--- src/rtl/uart_rx_fifo.sv ---
// UART receiver (16x oversampling, DATA_BITS/PARITY/STOP_BITS frame) feeding a first-word-fall-through receive FIFO.
// Latency: word visible on m_*_o the cycle after the mid-point of the final stop bit; level/rts_o update one cycle after push/pop.
// Backpressure: m_ready_i pops the head; a word arriving at a full FIFO with no pop is dropped (overrun_o); rts_o drops near full.
module uart_rx_fifo #(
  parameter int CLK_FREQ_HZ = 50_000_000,
  parameter int BAUD_RATE   = 9600,
  parameter int DATA_BITS   = 8,
  parameter int PARITY      = 0,
  parameter int STOP_BITS   = 1,
  parameter int FIFO_DEPTH  = 16,
  parameter int RTS_MARGIN  = 2
) (
  input  logic                               clk_i,
  input  logic                               rst_i,
  input  logic                               rx_i,
  output logic [DATA_BITS-1:0]               m_data_o,
  output logic                               m_perr_o,
  output logic                               m_ferr_o,
  output logic                               m_valid_o,
  input  logic                               m_ready_i,
  output logic                               rts_o,
  output logic [$clog2(FIFO_DEPTH+1)-1:0]    fifo_level_o,
  output logic                               overrun_o,
  output logic                               break_o
);

  localparam int OS_DIV = CLK_FREQ_HZ / (BAUD_RATE * 16);
  localparam int CW     = $clog2(OS_DIV + 1);
  localparam logic [CW-1:0] OS_LAST = CW'(OS_DIV - 1);
  localparam logic [3:0] BIT_LAST  = 4'(DATA_BITS - 1);
  localparam logic       STOP_LAST = (STOP_BITS == 2);
  localparam logic       PAR_EXP   = (PARITY == 1);
  localparam int AW = $clog2(FIFO_DEPTH);
  localparam int PW = AW + 1;
  localparam int LW = $clog2(FIFO_DEPTH + 1);
  localparam int WW = DATA_BITS + 2;

  typedef enum logic [2:0] {
    ST_IDLE, ST_START, ST_DATA, ST_PARITY, ST_STOP, ST_BRK_WAIT
  } state_t;

  // receiver state
  logic                 r_sync1, r_sync2, r_rxs_d;
  logic                 w_rxs;
  state_t               r_state;
  logic [CW-1:0]        r_os_cnt;
  logic [3:0]           r_s;
  logic                 r_v7, r_v8;
  logic [3:0]           r_bit_cnt;
  logic [DATA_BITS-1:0] r_shift;
  logic                 r_par_bit, r_ferr, r_stop_cnt, r_brk;

  logic w_tick, w_mid, w_end, w_vote;
  logic w_push, w_ferr_fin, w_perr, w_break;
  logic [WW-1:0] w_push_dat;

  // FIFO state
  logic [WW-1:0] r_mem [FIFO_DEPTH];
  logic [PW-1:0] r_wr_ptr, r_rd_ptr;
  logic [LW-1:0] r_level, w_level_nxt;
  logic          r_rts, r_ovr;
  logic          w_empty, w_full, w_pop, w_wr_en;
  logic [WW-1:0] w_head;

  assign w_rxs  = r_sync2;
  assign w_tick = (r_os_cnt == OS_LAST);
  assign w_mid  = w_tick && (r_s == 4'd9);
  assign w_end  = w_tick && (r_s == 4'd15);
  // majority of the s=7 and s=8 samples with the live s=9 sample
  assign w_vote = (r_v7 & r_v8) | (r_v7 & w_rxs) | (r_v8 & w_rxs);

  assign w_push     = (r_state == ST_STOP) && w_mid && (r_stop_cnt == STOP_LAST);
  assign w_ferr_fin = r_ferr | ~w_vote;
  assign w_perr     = (PARITY != 0) && ((^r_shift ^ r_par_bit) != PAR_EXP);
  assign w_break    = w_ferr_fin && (r_shift == '0) && ((PARITY == 0) || !r_par_bit);
  assign w_push_dat = {w_ferr_fin, w_perr, r_shift};

  // two-flop synchroniser plus a delayed copy for falling-edge detection
  always_ff @(posedge clk_i) begin
    if (rst_i) begin
      r_sync1 <= 1'b1;
      r_sync2 <= 1'b1;
      r_rxs_d <= 1'b1;
    end else begin
      r_sync1 <= rx_i;
      r_sync2 <= r_sync1;
      r_rxs_d <= r_sync2;
    end
  end

  // oversample divider, parked at zero while no frame is in flight
  always_ff @(posedge clk_i) begin
    if (rst_i || r_state == ST_IDLE || r_state == ST_BRK_WAIT) begin
      r_os_cnt <= '0;
    end else if (w_tick) begin
      r_os_cnt <= '0;
    end else begin
      r_os_cnt <= r_os_cnt + CW'(1);
    end
  end

  // frame FSM: sample index, voting, shifting, error flags and break pulse
  always_ff @(posedge clk_i) begin
    if (rst_i) begin
      r_state    <= ST_IDLE;
      r_s        <= 4'd0;
      r_v7       <= 1'b1;
      r_v8       <= 1'b1;
      r_bit_cnt  <= 4'd0;
      r_shift    <= '0;
      r_par_bit  <= 1'b0;
      r_ferr     <= 1'b0;
      r_stop_cnt <= 1'b0;
      r_brk      <= 1'b0;
    end else begin
      r_brk <= 1'b0;
      if (w_tick) begin
        r_s <= r_s + 4'd1;
        if (r_s == 4'd7) r_v7 <= w_rxs;
        if (r_s == 4'd8) r_v8 <= w_rxs;
      end
      case (r_state)
        ST_IDLE: begin
          r_s <= 4'd0;
          if (r_rxs_d && !w_rxs) r_state <= ST_START;
        end
        ST_START: begin
          if (w_mid && w_vote) begin
            r_state <= ST_IDLE;
          end else if (w_end) begin
            r_state   <= ST_DATA;
            r_bit_cnt <= 4'd0;
          end
        end
        ST_DATA: begin
          if (w_mid) r_shift <= {w_vote, r_shift[DATA_BITS-1:1]};
          if (w_end) begin
            if (r_bit_cnt == BIT_LAST) begin
              r_state    <= (PARITY != 0) ? ST_PARITY : ST_STOP;
              r_stop_cnt <= 1'b0;
              r_ferr     <= 1'b0;
            end else begin
              r_bit_cnt <= r_bit_cnt + 4'd1;
            end
          end
        end
        ST_PARITY: begin
          if (w_mid) r_par_bit <= w_vote;
          if (w_end) r_state <= ST_STOP;
        end
        ST_STOP: begin
          if (w_mid) begin
            if (r_stop_cnt == STOP_LAST) begin
              r_brk   <= w_break;
              r_state <= w_break ? ST_BRK_WAIT : ST_IDLE;
            end else begin
              r_ferr <= w_ferr_fin;
            end
          end else if (w_end) begin
            r_stop_cnt <= 1'b1;
          end
        end
        ST_BRK_WAIT: begin
          if (w_rxs) r_state <= ST_IDLE;
        end
        default: r_state <= ST_IDLE;
      endcase
    end
  end

  // FIFO status; a simultaneous pop frees the slot a full-FIFO push needs
  assign w_empty = (r_wr_ptr == r_rd_ptr);
  assign w_full  = (r_wr_ptr[AW] != r_rd_ptr[AW]) && (r_wr_ptr[AW-1:0] == r_rd_ptr[AW-1:0]);
  assign w_pop   = !w_empty && m_ready_i;
  assign w_wr_en = w_push && (!w_full || w_pop);
  assign w_head  = r_mem[r_rd_ptr[AW-1:0]];

  // next occupancy, shared by the level and rts registers so they stay coherent
  always_comb begin
    w_level_nxt = r_level;
    if (w_wr_en && !w_pop) begin
      w_level_nxt = r_level + LW'(1);
    end else if (w_pop && !w_wr_en) begin
      w_level_nxt = r_level - LW'(1);
    end
  end

  // storage array; contents beyond the pointers are don't-care so it has no reset
  always_ff @(posedge clk_i) begin
    if (w_wr_en) r_mem[r_wr_ptr[AW-1:0]] <= w_push_dat;
  end

  // pointers, level, rts and overrun pulse
  always_ff @(posedge clk_i) begin
    if (rst_i) begin
      r_wr_ptr <= '0;
      r_rd_ptr <= '0;
      r_level  <= '0;
      r_rts    <= 1'b1;
      r_ovr    <= 1'b0;
    end else begin
      if (w_wr_en) r_wr_ptr <= r_wr_ptr + PW'(1);
      if (w_pop)   r_rd_ptr <= r_rd_ptr + PW'(1);
      r_level <= w_level_nxt;
      r_rts   <= (LW'(FIFO_DEPTH) - w_level_nxt) > LW'(RTS_MARGIN);
      r_ovr   <= w_push && w_full && !w_pop;
    end
  end

  // head word is forced to zero while empty so stale entries never leak out
  assign {m_ferr_o, m_perr_o, m_data_o} = w_empty ? '0 : w_head;
  assign m_valid_o    = !w_empty;
  assign fifo_level_o = r_level;
  assign rts_o        = r_rts;
  assign overrun_o    = r_ovr;
  assign break_o      = r_brk;

endmodule

--- config.mk ---
export PLATFORM = sky130hd
export DESIGN_NAME = uart_rx_fifo
export DESIGN_NICKNAME = d
export VERILOG_FILES = /design/src/rtl/uart_rx_fifo.sv
export SDC_FILE = /design/constraint.sdc
export NUM_CORES = 1
export LEC_CHECK = 0
export ABC_AREA = 1
export ABC_CLOCK_PERIOD_IN_PS = 4300
export BUFFER_PORTS_ARGS = -buffer_cell sky130_fd_sc_hd__buf_2
export CORE_MARGIN = 10
export CORE_UTILIZATION = 53
export DETAILED_ROUTE_END_ITERATION = 7
export PLACE_DENSITY_LB_ADDON = 0.12
export RECOVER_POWER = 100
export SYNTH_ARGS = -nofsm -noshare
export SYNTH_HDL_FRONTEND = slang
export SYNTH_SLANG_ARGS = --single-unit
--- constraint.sdc ---
create_clock -name clk_i -period 4.3 [get_ports clk_i]
set_input_delay 0.43 -clock clk_i [delete_from_list [all_inputs] [get_ports clk_i]]
set_output_delay 0.43 -clock clk_i [all_outputs]
set_load 0.02 [all_outputs]
==> results.yml, run 1 <==
global_route:
  grt_usage_pct: 17.7
  first_global_vias: 5614
  grt_pass1_wl_mm: 31.0
  grt_max_degree: 91
  grt_antenna_before_repair: 0
  grt.overflow.total: 0
synth:
  yosysUniqueCellTypes: 42
  yosysSeqAreaShare_pct: 62.8
  avgSynthCellArea_um2: 10.9
  synth_compound_area_share_pct: 11.8
  async_reset_ff_share_pct: 0
  synthAdderAreaFrac_pct: 2.16
  synthSimpleGateAreaFrac_pct: 12.0
  synth_area_leaders: "edfxtp_1 50%, dfxtp_1 13%, a21oi_1 4.3%"
  yosysTopAreaCell: "edfxtp_1"
  synth_seq_cells: 201
  netlist_area_um2: 8710
  yosys_most_used_dff: "edfxtp_1"
  synth_xor_area_share_pct: 1.11
  syn_nets: 821
  syn-instance-count: 802
  synth_top_family_by_area: "simple AND/OR/NAND/NOR gates"
  yosysWarnings: 0
  synth_top_area_share_pct: 49.7
  synth_edf_count: 144
  synthMuxAreaShare_pct: 4.14
sta:
  finalSetupViolCount: 0
  slew_viol_final: 0
  min_period_over_period_pct: 79.0
  clock_skew_ns: 0.0119
  finalHoldViolations: 0
  period_minus_slack_ns: 3.40
  rsz0062_at_grt: "no"
  worst_slew_pin_slew_ns: 1.43
  fmax_mhz: 294
  fin_tns_setup_ns: 0
  relSlewSlack_pct: 4.38
floorplan:
  core_um2: 16000
  dieArea_um2: 22000
  die_h_um: 148
  start_util_pct: 54.4
  std_cell_rows: 46
  io_pins: 23
  dieWidth_um: 148
final_layout:
  fin_nets: 840
  syn2layout_area_growth_pct: 10.0
  diodes: 0
  drive_gt1_share_pct: 6.83
  layout.cells.non_filler: 1051
  final_area_um2: 9580
power:
  p_leak_nw: 3.48
  p_switching_w: 0.00116
  clkPwrFrac_pct: 40.3
  pwr-share-comb_pct: 12.1
  peakVddDrop_v: 0.000402
  power.total_w: 0.00452
  seq_power_share_pct: 47.7
  power_density_nw_per_um2: 471
  p_int_w: 0.00336
  switching_share_pct: 25.6
detailed_routing:
  dr.pass1.iters: 5
  drt_iter0_markers: 632
  via_count: 5879
  drc_errors: 0
  post_drt_via_cell_ratio: 5.59
  ant_nets: 0
  wl_per_cell_um: 18.6
  wirelength_mm: 19.6
clock_network:
  ctsRootBufferMaster: "clkbuf_16"
  cts_sinks: 201
  cts-resized-gates: 0
  clock_path_buffers: 3
  clk-insertion-delay-late_ns: 0.49
  tritoncts: "done"
  htree_levels: 1
  cts_hold_buf: 0
  cts_setup_buffers: 0
  clk_pin_slew_ns: 0.06
  numCtsBuffers: 21
job:
  drv_cap: 0
run_status:
  outcome: "completed"
placement:
  io_buffer_count: 21
  dp_hpwl_mm: 13.2
  placed_area_um2: 8990
  gp_congestion: 0.921
  placed_cells: 1014
setup_path:
  crit_arrival_ns: 2.97
  cp.required_ns: 3.87
  start_kind: "flip-flop"
  path_max_fanout: 90
  end_kind: "primary output"
  worstSetupPathType: "flip-flop to primary output"
hold_path:
  min_path_type: "input pin to flip-flop"
-- cell type report --
cell class | count | area (um2)
clock buffer | 23 | 543
inverter | 105 | 395
fill | 1332 | 6420
clock inverter | 14 | 149
tap | 216 | 270
sequential | 201 | 5470
multi-input combinational | 467 | 2640
timing repair buffer | 25 | 110
-- critical path, cell delays in order, from the launching register on --
cell      delay (ns)
dfxtp_4         1.04
clkbuf_1        0.44
o21ai_0         0.23
o211ai_1        0.13
nand3_1         0.10
a21oi_1         0.24
clkbuf_1        0.27
-- Yosys cell counts, types with 2 or more instances --
library cell,number
clkbuf_1,19
xor2_1,7
edfxtp_1,144
or2_2,3
nor2_1,61
nand3_1,44
dfxtp_1,57
nand2_1,75
clkinv_1,4
nor3_1,9
xnor2_1,4
nand2_2,5
ha_1,15
inv_1,90
nand3_4,2
o21ai_0,64
nor3b_1,3
buf_2,7
inv_2,10
mux2i_1,36
nand4_1,5
and3_1,3
nor2_4,2
a21oi_1,74
o211ai_1,38
nor2_2,5
-- sequential cells by signal, summed over array words and instances (netlist names), named ones only --
name,cells
fifo_level_o,5
r_ferr,1
r_os_cnt,9
r_v8,1
r_state,3
r_stop_cnt,1
r_wr_ptr,5
r_s,4
r_sync1,1
r_mem,144
break_o,1
r_bit_cnt,4
r_v7,1
r_sync2,1
r_rd_ptr,5
rts_o,1
overrun_o,1
r_shift,8
r_rxs_d,1
-- logic make-up after synthesis --
| group | Yosys count |
|---|---|
| and+or+nand+nor | 221 |
| xor gates and xnor gates | 11 |
| AOI/OAI and AO/OA | 183 |
| muxes | 36 |
| adders and majority gates | 15 |
| buffers and inverters | 134 |
| DFF | 201 |
| other | 1 |
-- per-stage QoR --
step           utilization [%]  hold WS (ns)  worst slack, ns
5_1_grt                   59.9         0.123            0.671
3_5_place_dp              56.2         0.402             1.58
4_1_cts                   60.5         0.117             1.09
3_3_place_gp              56.2         0.397             1.63
6_report                  59.9         0.131            0.904
2_1_floorplan                -         0.389             2.14
-- path summary, 6_finish.rpt --
check | startpoint | to | slack [ns] | cells past startpoint
setup reg to reg | r_os_cnt[0] | r_wr_ptr[4] | 1.10 | 15
hold / removal | rx_i | r_sync1 | 0.13 | 2
hold reg to reg | r_sync1 | r_sync2 | 0.42 | 1
setup / recovery | flip-flop | m_data_o[7] | 0.90 | 6
-- power groups by stage --
stage               sequential (W)  clock [W]  combinational [W]
global route               0.00216    0.00191           0.000614
global placement           0.00219          0           0.000550
finish                     0.00215    0.00182           0.000546
detailed placement         0.00219          0           0.000561
floorplan                  0.00216          0           0.000449
CTS                        0.00215    0.00184           0.000564
-- placed cells by master, fill, tap and decap left out, types with 4 or more instances in the layout --
cell type  synthesis  final
nand4_1            5      6
o21ai_0           64     65
clkinv_2           1      4
edfxtp_1         144    144
buf_2              7      4
nand2_1           75     79
o211ai_1          38     38
nand3_1           44     46
a21oi_1           74     74
clkbuf_1          19     19
ha_1              15     15
nor3_1             9      9
nor2_1            61     66
clkbuf_16          0     21
inv_2             10      7
clkinv_1           4      7
xnor2_1            4      4
dfxtp_1           57     56
inv_1             90     93
xor2_1             7      7
mux2i_1           36     36
-- per-layer routing --
| metal | GRT usage (%) | vias to the layer above | share of wire (%) | wire [um] |
|---|---|---|---|---|
| met2 | 28.9 | 210 | 47 | 9120 |
| met5 | 0 | - | 0 | 0 |
| met3 | 3.16 | 52 | 6.9 | 1340 |
| met1 | 23.2 | 2785 | 43 | 8490 |
| met4 | 6.29 | 0 | 3.1 | 616 |
| li1 | - | 2832 | - | - |
No activity file was read; power rests on OpenSTA's default activity.
==> inputs of run 2 (changes only) <==
Settings changed: ABC_CLOCK_PERIOD_IN_PS 4300 to 2880.
Clock period 4.3 ns to 2.88 ns, I/O delays scaled along.
==> run 2 against run 1 <==
Utilization rose by 1.8 points. Design area rose by 3.0%. First-iteration DRC count fell by 32%. Largest power group unchanged. Highest routed layer unchanged.
==> results.yml, run 2 (synthesis results as in run 1) <==
detailed_routing:
  drc_errors: 0
  post_drt_via_cell_ratio: 5.48
  via_count: 5878
  wl_per_cell_um: 17.3
  drt_iter0_markers: 427
  dr.pass1.iters: 5
  wirelength_mm: 18.5
  ant_nets: 0
run_status:
  outcome: "completed"
setup_path:
  worstSetupPathType: "flip-flop to primary output"
  timing.rr.start: "r_os_cnt[0]"
  start_kind: "flip-flop"
  cp.required_ns: 2.59
  end_kind: "primary output"
  path_max_fanout: 26
  crit_arrival_ns: 2.38
floorplan:
  core_um2: 16000
  dieArea_um2: 22000
  dieWidth_um: 148
  std_cell_rows: 46
  start_util_pct: 54.4
  io_pins: 23
  die_h_um: 148
global_route:
  grt_usage_pct: 16.6
  first_global_vias: 5906
  grt_pass1_wl_mm: 29.6
  grt_max_degree: 45
  grt.overflow.total: 0
  grt_antenna_before_repair: 0
clock_network:
  clk_pin_slew_ns: 0.06
  htree_levels: 1
  clk-insertion-delay-late_ns: 0.49
  clock_path_buffers: 3
  tritoncts: "done"
  cts_sinks: 201
  numCtsBuffers: 22
  ctsRootBufferMaster: "clkbuf_16"
final_layout:
  largest_register_ff_count: 144
  layout_common_cells: "144 x edfxtp_1, 91 x inv_1, 76 x nand2_1"
  fin_nets: 860
  fin_util_pct: 61.6
  syn2layout_area_growth_pct: 13.3
  final_common_cell: "edfxtp_1"
  num-fill-cells: 1362
  drive_gt1_share_pct: 10.5
  diodes: 0
power:
  power_density_nw_per_um2: 701
  peakVddDrop_v: 0.000619
  p_leak_nw: 3.64
sta:
  fin_tns_setup_ns: 0
  rsz0062_at_grt: "no"
  finalHoldViolations: 0
  fmax_mhz: 374
  clock_skew_ns: 0.00974
  worst_slew_pin_slew_ns: 1.15
  period_minus_slack_ns: 2.67
  min_period_over_period_pct: 92.7
  slew_viol_final: 0
  finalSetupViolCount: 0
  relSlewSlack_pct: 23.3
placement:
  gp_congestion: 0.919
  io_buffer_count: 21
  dp_hpwl_mm: 12.3
hold_path:
  min_path_type: "input pin to flip-flop"
  hold_start: "m_ready_i"
job:
  drv_cap: 0
[run 2: changes by cell type in the layout (fill, tap and decap cells not counted), sizes merged]
cell / delta
clkbuf: +20
buf: +3
clkinvlp: -3
dlygate4sd3: +1
clkinv: -1
inv: +2
[run 2: through the flow]
| step | instance area, um2 | instances | total power [W] | hold WS [ns] | setup slack [ns] |
|---|---|---|---|---|---|
| after global routing | 9860 | 1073 | 0.00721 | 0.177 | 0.0392 |
| after CTS | 9920 | 1072 | 0.00697 | 0.146 | 0.100 |
| after detailed placement | 9150 | 1031 | 0.00410 | 0.401 | 0.474 |
| after floorplan | 8710 | 802 | 0.00390 | 0.388 | 0.720 |
| after global placement | 9150 | 1031 | 0.00407 | 0.395 | 0.562 |
| final | 9860 | 1073 | 0.00691 | 0.167 | 0.210 |
[run 2: worst paths after layout]
path / slack [ns] / endpoint / cells after the start
max: 0.21 / m_data_o[1] / 6
max reg2reg: 0.33 / rts_o / 18
min reg2reg: 0.41 / r_sync2 / 1
min: 0.17 / flip-flop / 3
[run 2: cell type report]
class | count | area, um2 | share of cell area (%)
repair buffers | 44 | 268 | 2.71
clock inverters | 12 | 144 | 1.46
multi-input cells | 467 | 2700 | 27.4
inverters | 105 | 395 | 4.01
well taps | 216 | 270 | 2.74
flip-flops and latches | 201 | 5470 | 55.4
clock buffers | 28 | 614 | 6.23
[run 2: timing repair]
action                                  CTS  global route
endpoints found under the hold margin     1             0
resized for setup                         0             0
endpoints found under the setup margin    0             6
setup buffers                             0             1
hold buffers                              1             0
[run 2: worst max-delay path: stages (launching register included)]
cell,delay (ns)
dfxtp_1,0.38
clkinv_1,0.36
buf_12,0.31
o211ai_1,0.22
nand3_1,0.16
a21oi_1,0.18
clkbuf_1,0.27
[run 2: report_power, final]
group          internal, W  switching (W)
combinational     0.000295       0.000567
sequential         0.00311      0.0000724
clock              0.00178        0.00108
[run 2: per-layer routing]
metal  vias to the layer above  wire (um)  track usage (%)
li1                       2883          -                -
met1                      2836       8190             20.4
met2                       128       9360             29.8
met3                        31        708             2.37
met4                         0        282             4.21
met5                         -          0                0
